File: src/rtl/led_fade_drv.sv
// ---------------------------------------------------------------------------
// led_fade_drv
//
// Twelve-channel LED driver that turns an on/off pattern into PWM drive with
// a fading afterglow. Every LED that is switched on by the pattern snaps to
// full brightness (level 15). Once the pattern lets go of it, the LED decays
// one level every DECAY_DIV PWM periods until it is dark. Brightness is
// rendered as a 15-slot PWM, so level L is lit for L of the 15 slots. All
// channels share one prescaler, one slot counter and one decay counter, so
// every LED is in phase with every other.
//
// Parameters
//   PWM_DIV    clk cycles per PWM slot (1..65535)
//   DECAY_DIV  PWM periods per brightness decay step (1..255)
//
// Ports
//   clk         sole clock, rising edge
//   rst         asynchronous active-high reset
//   pattern_in  [11:0] on/off pattern from the rotating-pattern generator
//   enable      1 = drive LEDs, 0 = blank LEDs and clear all fade state
//   led         [11:0] registered PWM drive, 1 = lit
//   frame_sync  registered one-cycle pulse after the last slot of a period
// ---------------------------------------------------------------------------
module led_fade_drv #(
  parameter int unsigned PWM_DIV   = 2,
  parameter int unsigned DECAY_DIV = 4
) (
  input  logic        clk,
  input  logic        rst,
  input  logic [11:0] pattern_in,
  input  logic        enable,
  output logic [11:0] led,
  output logic        frame_sync
);

  localparam logic [15:0] PRESC_LAST = 16'(PWM_DIV - 1);
  localparam logic [7:0]  DECAY_LAST = 8'(DECAY_DIV - 1);
  localparam logic [3:0]  SLOT_LAST  = 4'd14;
  localparam logic [3:0]  LEVEL_FULL = 4'd15;

  logic [11:0]      pattern_q;
  logic [15:0]      presc_q,      presc_d;
  logic [3:0]       pwm_cnt_q,    pwm_cnt_d;
  logic [7:0]       decay_cnt_q,  decay_cnt_d;
  logic [11:0][3:0] level_q,      level_d;
  logic [11:0]      led_q,        led_d;
  logic             frame_sync_q, frame_sync_d;

  logic slot_tick;
  logic period_end;
  logic decay_tick;

  assign led        = led_q;
  assign frame_sync = frame_sync_q;

  // Timing strobes decoded from the shared counters. period_end marks the
  // final clock of slot 14; decay_tick is the subset of those period ends on
  // which the brightness levels step down.
  always_comb begin
    slot_tick  = (presc_q == PRESC_LAST);
    period_end = slot_tick && (pwm_cnt_q == SLOT_LAST);
    decay_tick = period_end && (decay_cnt_q == DECAY_LAST);
  end

  // Shared timebase: prescaler -> PWM slot counter -> decay counter. Holding
  // enable low parks everything at zero, so re-enabling always starts a
  // fresh period from slot 0.
  always_comb begin
    presc_d     = presc_q;
    pwm_cnt_d   = pwm_cnt_q;
    decay_cnt_d = decay_cnt_q;

    if (!enable) begin
      presc_d     = '0;
      pwm_cnt_d   = '0;
      decay_cnt_d = '0;
    end else begin
      presc_d = slot_tick ? 16'd0 : presc_q + 16'd1;

      if (slot_tick) begin
        pwm_cnt_d = (pwm_cnt_q == SLOT_LAST) ? 4'd0 : pwm_cnt_q + 4'd1;
      end

      if (period_end) begin
        decay_cnt_d = (decay_cnt_q == DECAY_LAST) ? 8'd0 : decay_cnt_q + 8'd1;
      end
    end
  end

  // Per-channel brightness. A lit pattern bit wins over a coincident decay
  // step, so a channel re-triggered on the decay cycle lands on 15 rather
  // than 14. The decrement is guarded so a dark channel stays dark instead
  // of wrapping back to full brightness.
  always_comb begin
    level_d = level_q;
    for (int i = 0; i < 12; i++) begin
      if (!enable) begin
        level_d[i] = 4'd0;
      end else if (pattern_q[i]) begin
        level_d[i] = LEVEL_FULL;
      end else if (decay_tick && (level_q[i] != 4'd0)) begin
        level_d[i] = level_q[i] - 4'd1;
      end
    end
  end

  // PWM compare. Level 15 exceeds every slot index (max 14) so it is solid
  // on; level 0 never exceeds one so it is solid off.
  always_comb begin
    led_d = '0;
    for (int i = 0; i < 12; i++) begin
      led_d[i] = enable && (level_q[i] > pwm_cnt_q);
    end
    frame_sync_d = enable && period_end;
  end

  // State registers. Reset clears everything immediately; nothing is
  // cleared on release, so the first edge afterwards simply starts counting.
  always_ff @(posedge clk or posedge rst) begin
    if (rst) begin
      pattern_q    <= '0;
      presc_q      <= '0;
      pwm_cnt_q    <= '0;
      decay_cnt_q  <= '0;
      level_q      <= '0;
      led_q        <= '0;
      frame_sync_q <= 1'b0;
    end else begin
      pattern_q    <= pattern_in;
      presc_q      <= presc_d;
      pwm_cnt_q    <= pwm_cnt_d;
      decay_cnt_q  <= decay_cnt_d;
      level_q      <= level_d;
      led_q        <= led_d;
      frame_sync_q <= frame_sync_d;
    end
  end

endmodule

File: config.mk
export PLATFORM = sky130hd
export DESIGN_NAME = led_fade_drv
export DESIGN_NICKNAME = d
export VERILOG_FILES = /design/src/rtl/led_fade_drv.sv
export SDC_FILE = /design/constraint.sdc
export NUM_CORES = 1
export LEC_CHECK = 0
export CAP_MARGIN = 20
export CORE_ASPECT_RATIO = 1.5
export CORE_MARGIN = 2
export CORE_UTILIZATION = 35
export DETAILED_ROUTE_END_ITERATION = 16
export DONT_BUFFER_PORTS = 1
export GPL_TIMING_DRIVEN = 0
export MAX_ROUTING_LAYER = met4
export PLACE_DENSITY_LB_ADDON = 0.1
export SLEW_MARGIN = 40
export SYNTH_ARGS = -nofsm -noshare
export SYNTH_HDL_FRONTEND = slang
export SYNTH_SLANG_ARGS = --single-unit
File: constraint.sdc
create_clock -name clk -period 4.05 [get_ports clk]
set_input_delay 0.405 -clock clk [delete_from_list [all_inputs] [get_ports clk]]
set_output_delay 0.405 -clock clk [all_outputs]
set_load 0.01 [all_outputs]
# After elaboration in Yosys (flattened, before gate mapping)
# Index checks and enable logic that the tools add are counted.
totals:
  output_inout_bits: 13
  elab_cells: 145
  register_bits: 101
  input_bits: 15
op_classes:
  eq_ne: 17
  order_cmp: 12
  n_reduce_logical: 39
  add_sub_neg: 15
  n_mux: 44
op_table:
  columns: ["operator", "count"]
  rows:
  - ["$mux 4", 39]
  - ["$gt 4x4->1", 12]
  - ["$reduce_bool 4->1", 12]
  - ["$sub 4x1->4 const B", 12]
  - ["$ne 3x1->1 const B", 12]
  - ["$mux 16", 2]
  - ["$logic_and 1x1->1", 27]
  - ["$mux 8", 3]
  - ["$add 16x1->16 const B", 1]
  - ["$eq 16x1->1 const B", 1]
  - ["$add 8x1->8 const B", 1]
  - ["$eq 8x2->1 const B", 1]
  - ["$add 4x1->4 const B", 1]
  - ["$eq 4x4->1 const B", 1]
  - ["$ne 2x1->1 const B", 2]

# Logic depth before layout (Yosys ltp)
# Gate-level depths: netlist of the first run.
depth:
  depth_word: 7
  ltp_mapped: 8
  ltp_nobuf: 6

# Least setup slack after synthesis of the first run
# No wires, ideal clock.
synth_timing:
  kind: "register to register"
  start: "register pwm_cnt_q[0]"
  end: "register pwm_cnt_q[3]"
  t_arrival_ps: 2143
  required_ps: 3985
  synth_period_minus_slack_ps: 2208
  stages_incl_launch_ff: 9
  path_buffers: 2
  path_slack_ps: 1842
  setup_ps: 65
  path_cell_list: "dfrtp_1 inv_1 ha_1 nand3_1 buf_2 clkbuf_1 nand2_1 a21oi_1 o21a_1"
synth_between:
  elab_chain_cells: 4
  elab_cells_between_ends: 5
  classes_between: "add/sub (1); eq/ne (1); mux (3)"
synth_rtl:
  columns: ["element", "line", "text"]
  rows:
  - ["from (decl)", "43", "logic [3:0] pwm_cnt_q, pwm_cnt_d;"]
  - ["from (signal assigned)", "131", "pwm_cnt_q <= pwm_cnt_d;"]
  - ["$add 4x1->4 / $eq 4x4->1 (equally long branches)", "81", "pwm_cnt_d = (pwm_cnt_q == SLOT_LAST) ? 4'd0 : pwm_cnt_q + 4'd1;"]
  - ["$mux 4 *", "81", null]
  - ["$mux 4 *", "80", "if (slot_tick) begin"]
  - ["$mux 4 *", "73", "if (!enable) begin"]
# Mark *: on every way between the ends. The rest lies on a longest branch, timed or not. The select of a mux whose other input is x is not followed.
# A chain may end at the register's enable or synchronous reset.

# Final worst setup path of the first run
layout_timing:
  start: "register pwm_cnt_q[0]"
  end: "register decay_cnt_q[3]"
layout_between:
  elab_chain_cells: 3
layout_rtl:
  columns: ["element", "line", "text"]
  rows:
  - ["$eq 4x4->1", "61", "period_end = slot_tick && (pwm_cnt_q == SLOT_LAST);"]
  - ["$logic_and 1x1->1", "61", null]
  - ["$ne 2x1->1 (no line)", null, null]
  - ["to (signal assigned)", "132", "decay_cnt_q <= decay_cnt_d;"]
  - ["to (decl)", "44", "logic [7:0] decay_cnt_q, decay_cnt_d;"]
# No other way between the ends.

==> impl_metrics.env, run 1 <==
export IMPL_drtPass1Iterations=5
export IMPL_post_route_min_period_ns=2.92
export IMPL_die_w_microns=115
export IMPL_status="finished, final reports clean"
export IMPL_hold_viol=0
export IMPL_grt_overflow=0
export IMPL_area_growth_pct=10.1
export IMPL_grt_pass1_vias=5736
export IMPL_report_final_slew_viol_count=0
export IMPL_crit_type="flop to flop"
export IMPL_cts_resized_gates=0
export IMPL_clk_pin_slew_ns=0.08
export IMPL_yosysUniqueCellTypes=53
export IMPL_hold_class="input pin to flop"
export IMPL_viasPerCell=6.10
export IMPL_rsz0062_at_grt="no"
export IMPL_die_height_microns=171
export IMPL_initial_utilization_pct=36.0
export IMPL_fmax_mhz=342
export IMPL_stdcell_count=904
export IMPL_synth_cells=669
export IMPL_fin_crit_sh_pct=72.2
export IMPL_worstPathCellList="inv_1 -> ha_1 -> nand3_1 -> buf_2 -> clkbuf_1 -> o21ai_1 -> o21ai_0"
export IMPL_final_setup_tns_ns=0
export IMPL_start_kind="flop"
export IMPL_p_per_area_nw_per_um2=363
export IMPL_required_ns=4.33
export IMPL_initialDrtViolationCount=326
export IMPL_crit_slowest_cell="dfrtp_2"
export IMPL_ctsRootBufferMaster="clkbuf_16"
export IMPL_finalNetCount=762
export IMPL_insertedDiodeCount=0
export IMPL_setup_viol=0
export IMPL_die_area_sq_um=19600
export IMPL_drc=0
export IMPL_routed_wl_microns=19400
export IMPL_num_rows=60
export IMPL_port_buffers=0
export IMPL_syn_num_nets=749
export IMPL_synthArstFlopShare_pct=100
export IMPL_place_gp_congestion=0.862
export IMPL_grt_max_degree=60
export IMPL_post_drt_wl_per_cell_microns=21.5
export IMPL_cpPeakStageDelay_ns=0.73
export IMPL_dp_hpwl_microns=13400
export IMPL_synth_seq_cells=101
export IMPL_drive_gt1_share_pct=6.84
export IMPL_grt_usage_pct=21.5
export IMPL_slew_headroom_pct=44.2
export IMPL_skew_ns=0.0118
export IMPL_vdd_ir_drop_max_mv=0.176
export IMPL_cts_tree="done"
export IMPL_boundaryPins=28
export IMPL_yosysWarnings=0
export IMPL_final_common_cell="dfrtp_1"
export IMPL_critPathMaxFanout=16
export IMPL_postRouteAntennaNets=0
export IMPL_h_tree_depth=3
export IMPL_syn_avg_cell_area_sq_um=9.68
export IMPL_ys_seq_area_share_pct=39.0
export IMPL_maxCapViolCount=0
export IMPL_grt_pass1_wl_microns=31500
export IMPL_whs_ns=0.0626
export IMPL_antenna_found_initial=0
export IMPL_leakage_nw=2.91
export IMPL_core_area_sq_um=18000
export IMPL_clk_latency_ns=0.36
export IMPL_syn_cell_area_sq_um=6480
export IMPL_worst_pin_slew_ns=0.836
export IMPL_final_cell_mix="dfrtp_1, ha_1, inv_1"
export IMPL_end_kind="flop"
export IMPL_clock_path_buffers=2
export IMPL_vias=5511
export IMPL_arrival_ns=3.20
export IMPL_ys_flop_type="dfrtp_1"
export IMPL_place_inst=887
export IMPL_cts_sinks=101
export IMPL_synth_edf_count=0
export IMPL_numCtsBuffers=9
[synthesized netlist by cell type (all sizes together), types with 15 or more instances]
| master | n | area share (%) |
|---|---|---|
| inv | 56 | 3.2 |
| ha | 65 | 13 |
| dfrtp | 101 | 39 |
| nor2b | 15 | 1.4 |
| clkbuf | 21 | 1.2 |
| nand3 | 19 | 1.5 |
| a311oi | 30 | 4.1 |
| nand2 | 31 | 1.8 |
| o21ai | 15 | 1.2 |
| nor3 | 19 | 1.6 |
| a211oi | 19 | 2.2 |
| nor2 | 40 | 2.3 |
| o22ai | 15 | 1.4 |
| a21oi | 23 | 1.8 |
| nor4 | 40 | 5.6 |
| nand4 | 17 | 1.6 |
[worst paths after layout]
kind | slack, ns | startpoint | cells past startpoint | end
setup / recovery | 1.13 | pwm_cnt_q[0] | 7 | decay_cnt_q[3]
hold / removal | 0.06 | pattern_in[8] | 0 | pattern_q[8]
setup reg to reg | 1.13 | pwm_cnt_q[0] | 7 | decay_cnt_q[3]
hold reg to reg | 0.51 | decay_cnt_q[0] | 1 | decay_cnt_q[0]
max in group asynchronous | 2.92 | rst | 3 | level_q[15]
min in group asynchronous | 0.53 | rst | 2 | pattern_q[9]
[repair_timing]
item / CTS / global route
hold endpoints to repair: 42 / 0
hold buffers: 1 / 0
setup buffers: 0 / 0
[kinds of logic after synthesis]
logic type,share of synthesized area (%)
flops,39.0
mux,0.155
compound gates,16.6
fa+ha+maj,12.6
xor+xnor,2.03
buf+inv,5.70
simple gates,23.9
[per-layer routing]
metal | up-vias | wire length [microns] | global-route usage, %
met5 | - | 0 | -
met4 | 0 | 589 | 9.06
met3 | 33 | 684 | 3.08
met2 | 146 | 10400 | 38.4
met1 | 2761 | 7750 | 23.8
li1 | 2571 | - | -
[final cells by class]
cell class,instances,area (sq um)
multi-input combinational,479,3600
clock buffer,9,225
buffer,33,160
timing repair buffer,2,37.5
sequential,101,2530
inverter,56,218
tap,217,272
fill,1796,10900
clock inverter,7,98.8
[per-stage QoR]
stage                     setup WS (ns)  instance area, sq um  total power [mW]  util (%)
after floorplan                   0.998                  6480              1.47         -
after global placement           -0.520                  6750              1.61      37.5
after detailed placement           1.14                  6800              1.64      37.8
after CTS                          1.11                  7140              2.61      39.6
after global routing              0.889                  7140              2.72      39.6
final                              1.13                  7140              2.59      39.6
[worst max-delay path: cells and delay by family (launching register included)]
family                     cells  cell delay [ns]
and+or+nand+nor                1             0.27
DFF                            1             0.73
adders and majority gates      1             0.25
buffers and inverters          3             1.09
AOI/OAI and AO/OA              2             0.49
[where the power goes]
| part | switching [mW] | total [mW] | internal (mW) |
|---|---|---|---|
| Clock | 0.428 | 0.974 | 0.546 |
| Sequential | 0.0972 | 1.17 | 1.07 |
| Combinational | 0.286 | 0.451 | 0.165 |
| Total | 0.811 | 2.59 | 1.78 |
[sequential cells by signal (all words and copies together) (netlist names)]
| name | count |
|---|---|
| presc_q | 16 |
| pattern_q | 12 |
| led | 12 |
| decay_cnt_q | 8 |
| level_q | 48 |
| pwm_cnt_q | 4 |
| frame_sync | 1 |
Note: power is estimated with default switching activity, not from simulation.
==> run 2, diff against run 1 <==
--- a/config.mk
+++ b/config.mk
@@ -5,6 +5,7 @@
 export SDC_FILE = /design/constraint.sdc
 export NUM_CORES = 1
 export LEC_CHECK = 0
+export ABC_AREA = 1
 export CAP_MARGIN = 20
 export CORE_ASPECT_RATIO = 1.5
 export CORE_MARGIN = 2
==> constraint.sdc (replaced) <==
create_clock -name clk -period 2.45 [get_ports clk]
set_input_delay 0.245 -clock clk [delete_from_list [all_inputs] [get_ports clk]]
set_output_delay 0.245 -clock clk [all_outputs]
set_load 0.01 [all_outputs]
==> run 2 against run 1 <==
  * Flip-flop and latch count did not move
  * Area after synthesis fell by 0.83%
  * Sequential power rose by 75%
  * Combinational power rose to 2.6 times the previous value
  * Register-to-register slack got worse by 0.80 ns
==> impl_metrics.env, run 2 <==
export IMPL_r2r_slack_ns=0.33
export IMPL_start_kind="flop"
export IMPL_synth_top_area_cell="dfrtp_1"
export IMPL_viasPerCell=5.09
export IMPL_yosysMostFrequentCell="nand2_1"
export IMPL_worst_pin_slew_ns=0.783
export IMPL_grt_max_degree=24
export IMPL_pre_cts_slack_ns=-0.108
export IMPL_synth_cells=802
export IMPL_die_w_microns=115
export IMPL_synth_top_family_by_area="simple AND/OR/NAND/NOR gates"
export IMPL_ctsRootBufferMaster="clkbuf_16"
export IMPL_placed_area_sq_um=6830
export IMPL_r2r_start="pwm_cnt_q[0]"
export IMPL_drive_gt1_share_pct=7.78
export IMPL_grt_pass1_vias=5462
export IMPL_ys_flop_type="dfrtp_1"
export IMPL_synth_edf_count=0
export IMPL_area_growth_pct=13.5
export IMPL_final_cell_mix="nand2_1, nor2_1, inv_1"
export IMPL_fin_ws_ns=0.328
export IMPL_report_final_slew_viol_count=0
export IMPL_final_setup_tns_ns=0
export IMPL_routed_wl_microns=15900
export IMPL_utilization_pct=40.6
export IMPL_post_drt_wl_per_cell_microns=15.1
export IMPL_ys_seq_area_share_pct=39.3
export IMPL_final_area_sq_um=7290
export IMPL_finalPower_mw=4.79
export IMPL_port_buffers=0
export IMPL_ff2ff_path_depth=7
export IMPL_grt_usage_pct=17.8
export IMPL_crit_type="flop to flop"
export IMPL_postRouteAntennaNets=0
export IMPL_synth_fa_ha_area_share_pct=12.7
export IMPL_required_ns=2.68
export IMPL_vias=5352
export IMPL_synth_commonest_cells="nand2_1, nor2_1, inv_1, dfrtp_1, nand3_1"
export IMPL_critPathMaxFanout=15
export IMPL_multi_input_area_sq_um=3420
export IMPL_yosysWarnings=0
export IMPL_grt_pass1_wl_microns=26500
export IMPL_leakage_nw=3.65
export IMPL_rsz0062_at_grt="no"
export IMPL_synth_top_area_share_pct=39.3
export IMPL_synthMuxAreaShare_pct=0
export IMPL_arrival_ns=2.36
export IMPL_critPathMostFrequentCell="nand2_1"
export IMPL_fin_crit_sh_pct=86.6
export IMPL_antenna_found_initial=0
export IMPL_synth_seq_cells=101
export IMPL_skew_ns=0.00633
export IMPL_largest_reg_flops=48
export IMPL_fmax_mhz=471
export IMPL_dp_hpwl_microns=11400
export IMPL_drc=0
export IMPL_synthTopCellsByArea="dfrtp_1, ha_1, nand2_1"
export IMPL_stdcell_count=1052
export IMPL_crit_buf_inv=1
export IMPL_cts_sinks=101
export IMPL_insertedDiodeCount=0
export IMPL_yosysUniqueCellTypes=34
export IMPL_vdd_ir_drop_max_mv=0.264
export IMPL_syn_avg_cell_area_sq_um=8.01
export IMPL_p_per_area_nw_per_um2=657
export IMPL_worstPathCellList="inv_1 -> ha_1 -> nand3_2 -> nor2_8 -> nand2_1 -> nand3_1 -> nand2_1"
export IMPL_clock_path_buffers=2
export IMPL_critPathTopFamily="simple AND/OR/NAND/NOR gates"
export IMPL_path_depth=7
export IMPL_regArea_sq_um=2530
export IMPL_drtPass1Iterations=4
export IMPL_boundaryPins=28
export IMPL_whs_ns=0.344
export IMPL_syn_cell_area_sq_um=6420
export IMPL_synth_compound_area_share_pct=10.3
export IMPL_grt_overflow=0
export IMPL_synth_xor_area_share_pct=2.18
export IMPL_maxCapViolCount=0
export IMPL_post_route_min_period_ns=2.12
export IMPL_place_gp_congestion=0.839
export IMPL_clk_latency_ns=0.35
export IMPL_hold_viol=0
export IMPL_num_rows=60
export IMPL_place_inst=1024
export IMPL_reg_largest_list="level_q: 48 flops, presc_q: 16 flops"
export IMPL_synth_simple_area_share_pct=28.1
export IMPL_core_area_sq_um=17900
export IMPL_initial_utilization_pct=35.8
export IMPL_die_area_sq_um=19500
export IMPL_numCtsBuffers=9
export IMPL_cpPeakStageDelay_ns=0.59
export IMPL_timing_rr_end="level_q[47]"
export IMPL_hold_class="input pin to async pin"
export IMPL_end_kind="flop"
export IMPL_status="finished, final reports clean"
export IMPL_h_tree_depth=3
export IMPL_synthArstFlopShare_pct=100
export IMPL_clk_pin_slew_ns=0.07
export IMPL_syn_num_nets=882
export IMPL_fillers=1826
export IMPL_die_height_microns=170
export IMPL_final_common_cell="nand2_1"
export IMPL_crit_slowest_cell="dfrtp_2"
export IMPL_cts_tree="done"
export IMPL_top_register="level_q"
export IMPL_slew_headroom_pct=47.8
export IMPL_setup_viol=0
export IMPL_finalNetCount=910
export IMPL_initialDrtViolationCount=280
## run 2: cell families (layout without fill, tap and decap cells)
family,after synthesis,count (layout)
adders and majority gates,65,65
xor gates and xnor gates,16,16
AOI/OAI and AO/OA,113,113
and+or+nand+nor,388,388
DFF,101,101
buffers and inverters,119,152
## run 2: worst max-delay path by stage
stage / startpoint / endpoint / slack, ns
final: pwm_cnt_q[0] / level_q[47] / 0.33
after global routing: pwm_cnt_q[0] / level_q[23] / 0.13
after CTS: pwm_cnt_q[0] / level_q[47] / 0.16
after detailed placement: pwm_cnt_q[0] / level_q[47] / -0.11
after global placement: pwm_cnt_q[0] / level_q[3] / -0.18
after floorplan: pwm_cnt_q[0] / level_q[11] / 0.77
## run 2: area by class of cell
class	instances	area share (%)
clock inverter	2	0.515
inverter	106	5.51
sequential	101	34.7
clock buffer	14	4.03
buffer	12	1.03
multi-input combinational	582	46.9
timing repair buffer	18	3.57
tap	217	3.72
## run 2: per-layer routing
metal  vias up  wire [microns]  global-route usage, %
met5         -               0                      -
met3        15             487                   2.81
met2        81            8390                   32.1
met4         0             200                   5.67
met1      2560            6820                   20.1
li1       2696               -                      -
## run 2: what timing repair did
action                                 4_1_cts  5_1_grt
endpoints found under the hold margin       53        0
hold buffers                                13        0
setup buffers                                0        0
resized for setup                            1        0
setup endpoints to repair                   10        1
## run 2: report_power, final
part | leakage [nW] | total (mW) | internal [mW] | switching (mW)
Clock | 0.161 | 1.58 | 0.933 | 0.647
Sequential | 1.29 | 2.05 | 1.84 | 0.207
Combinational | 2.20 | 1.16 | 0.456 | 0.703
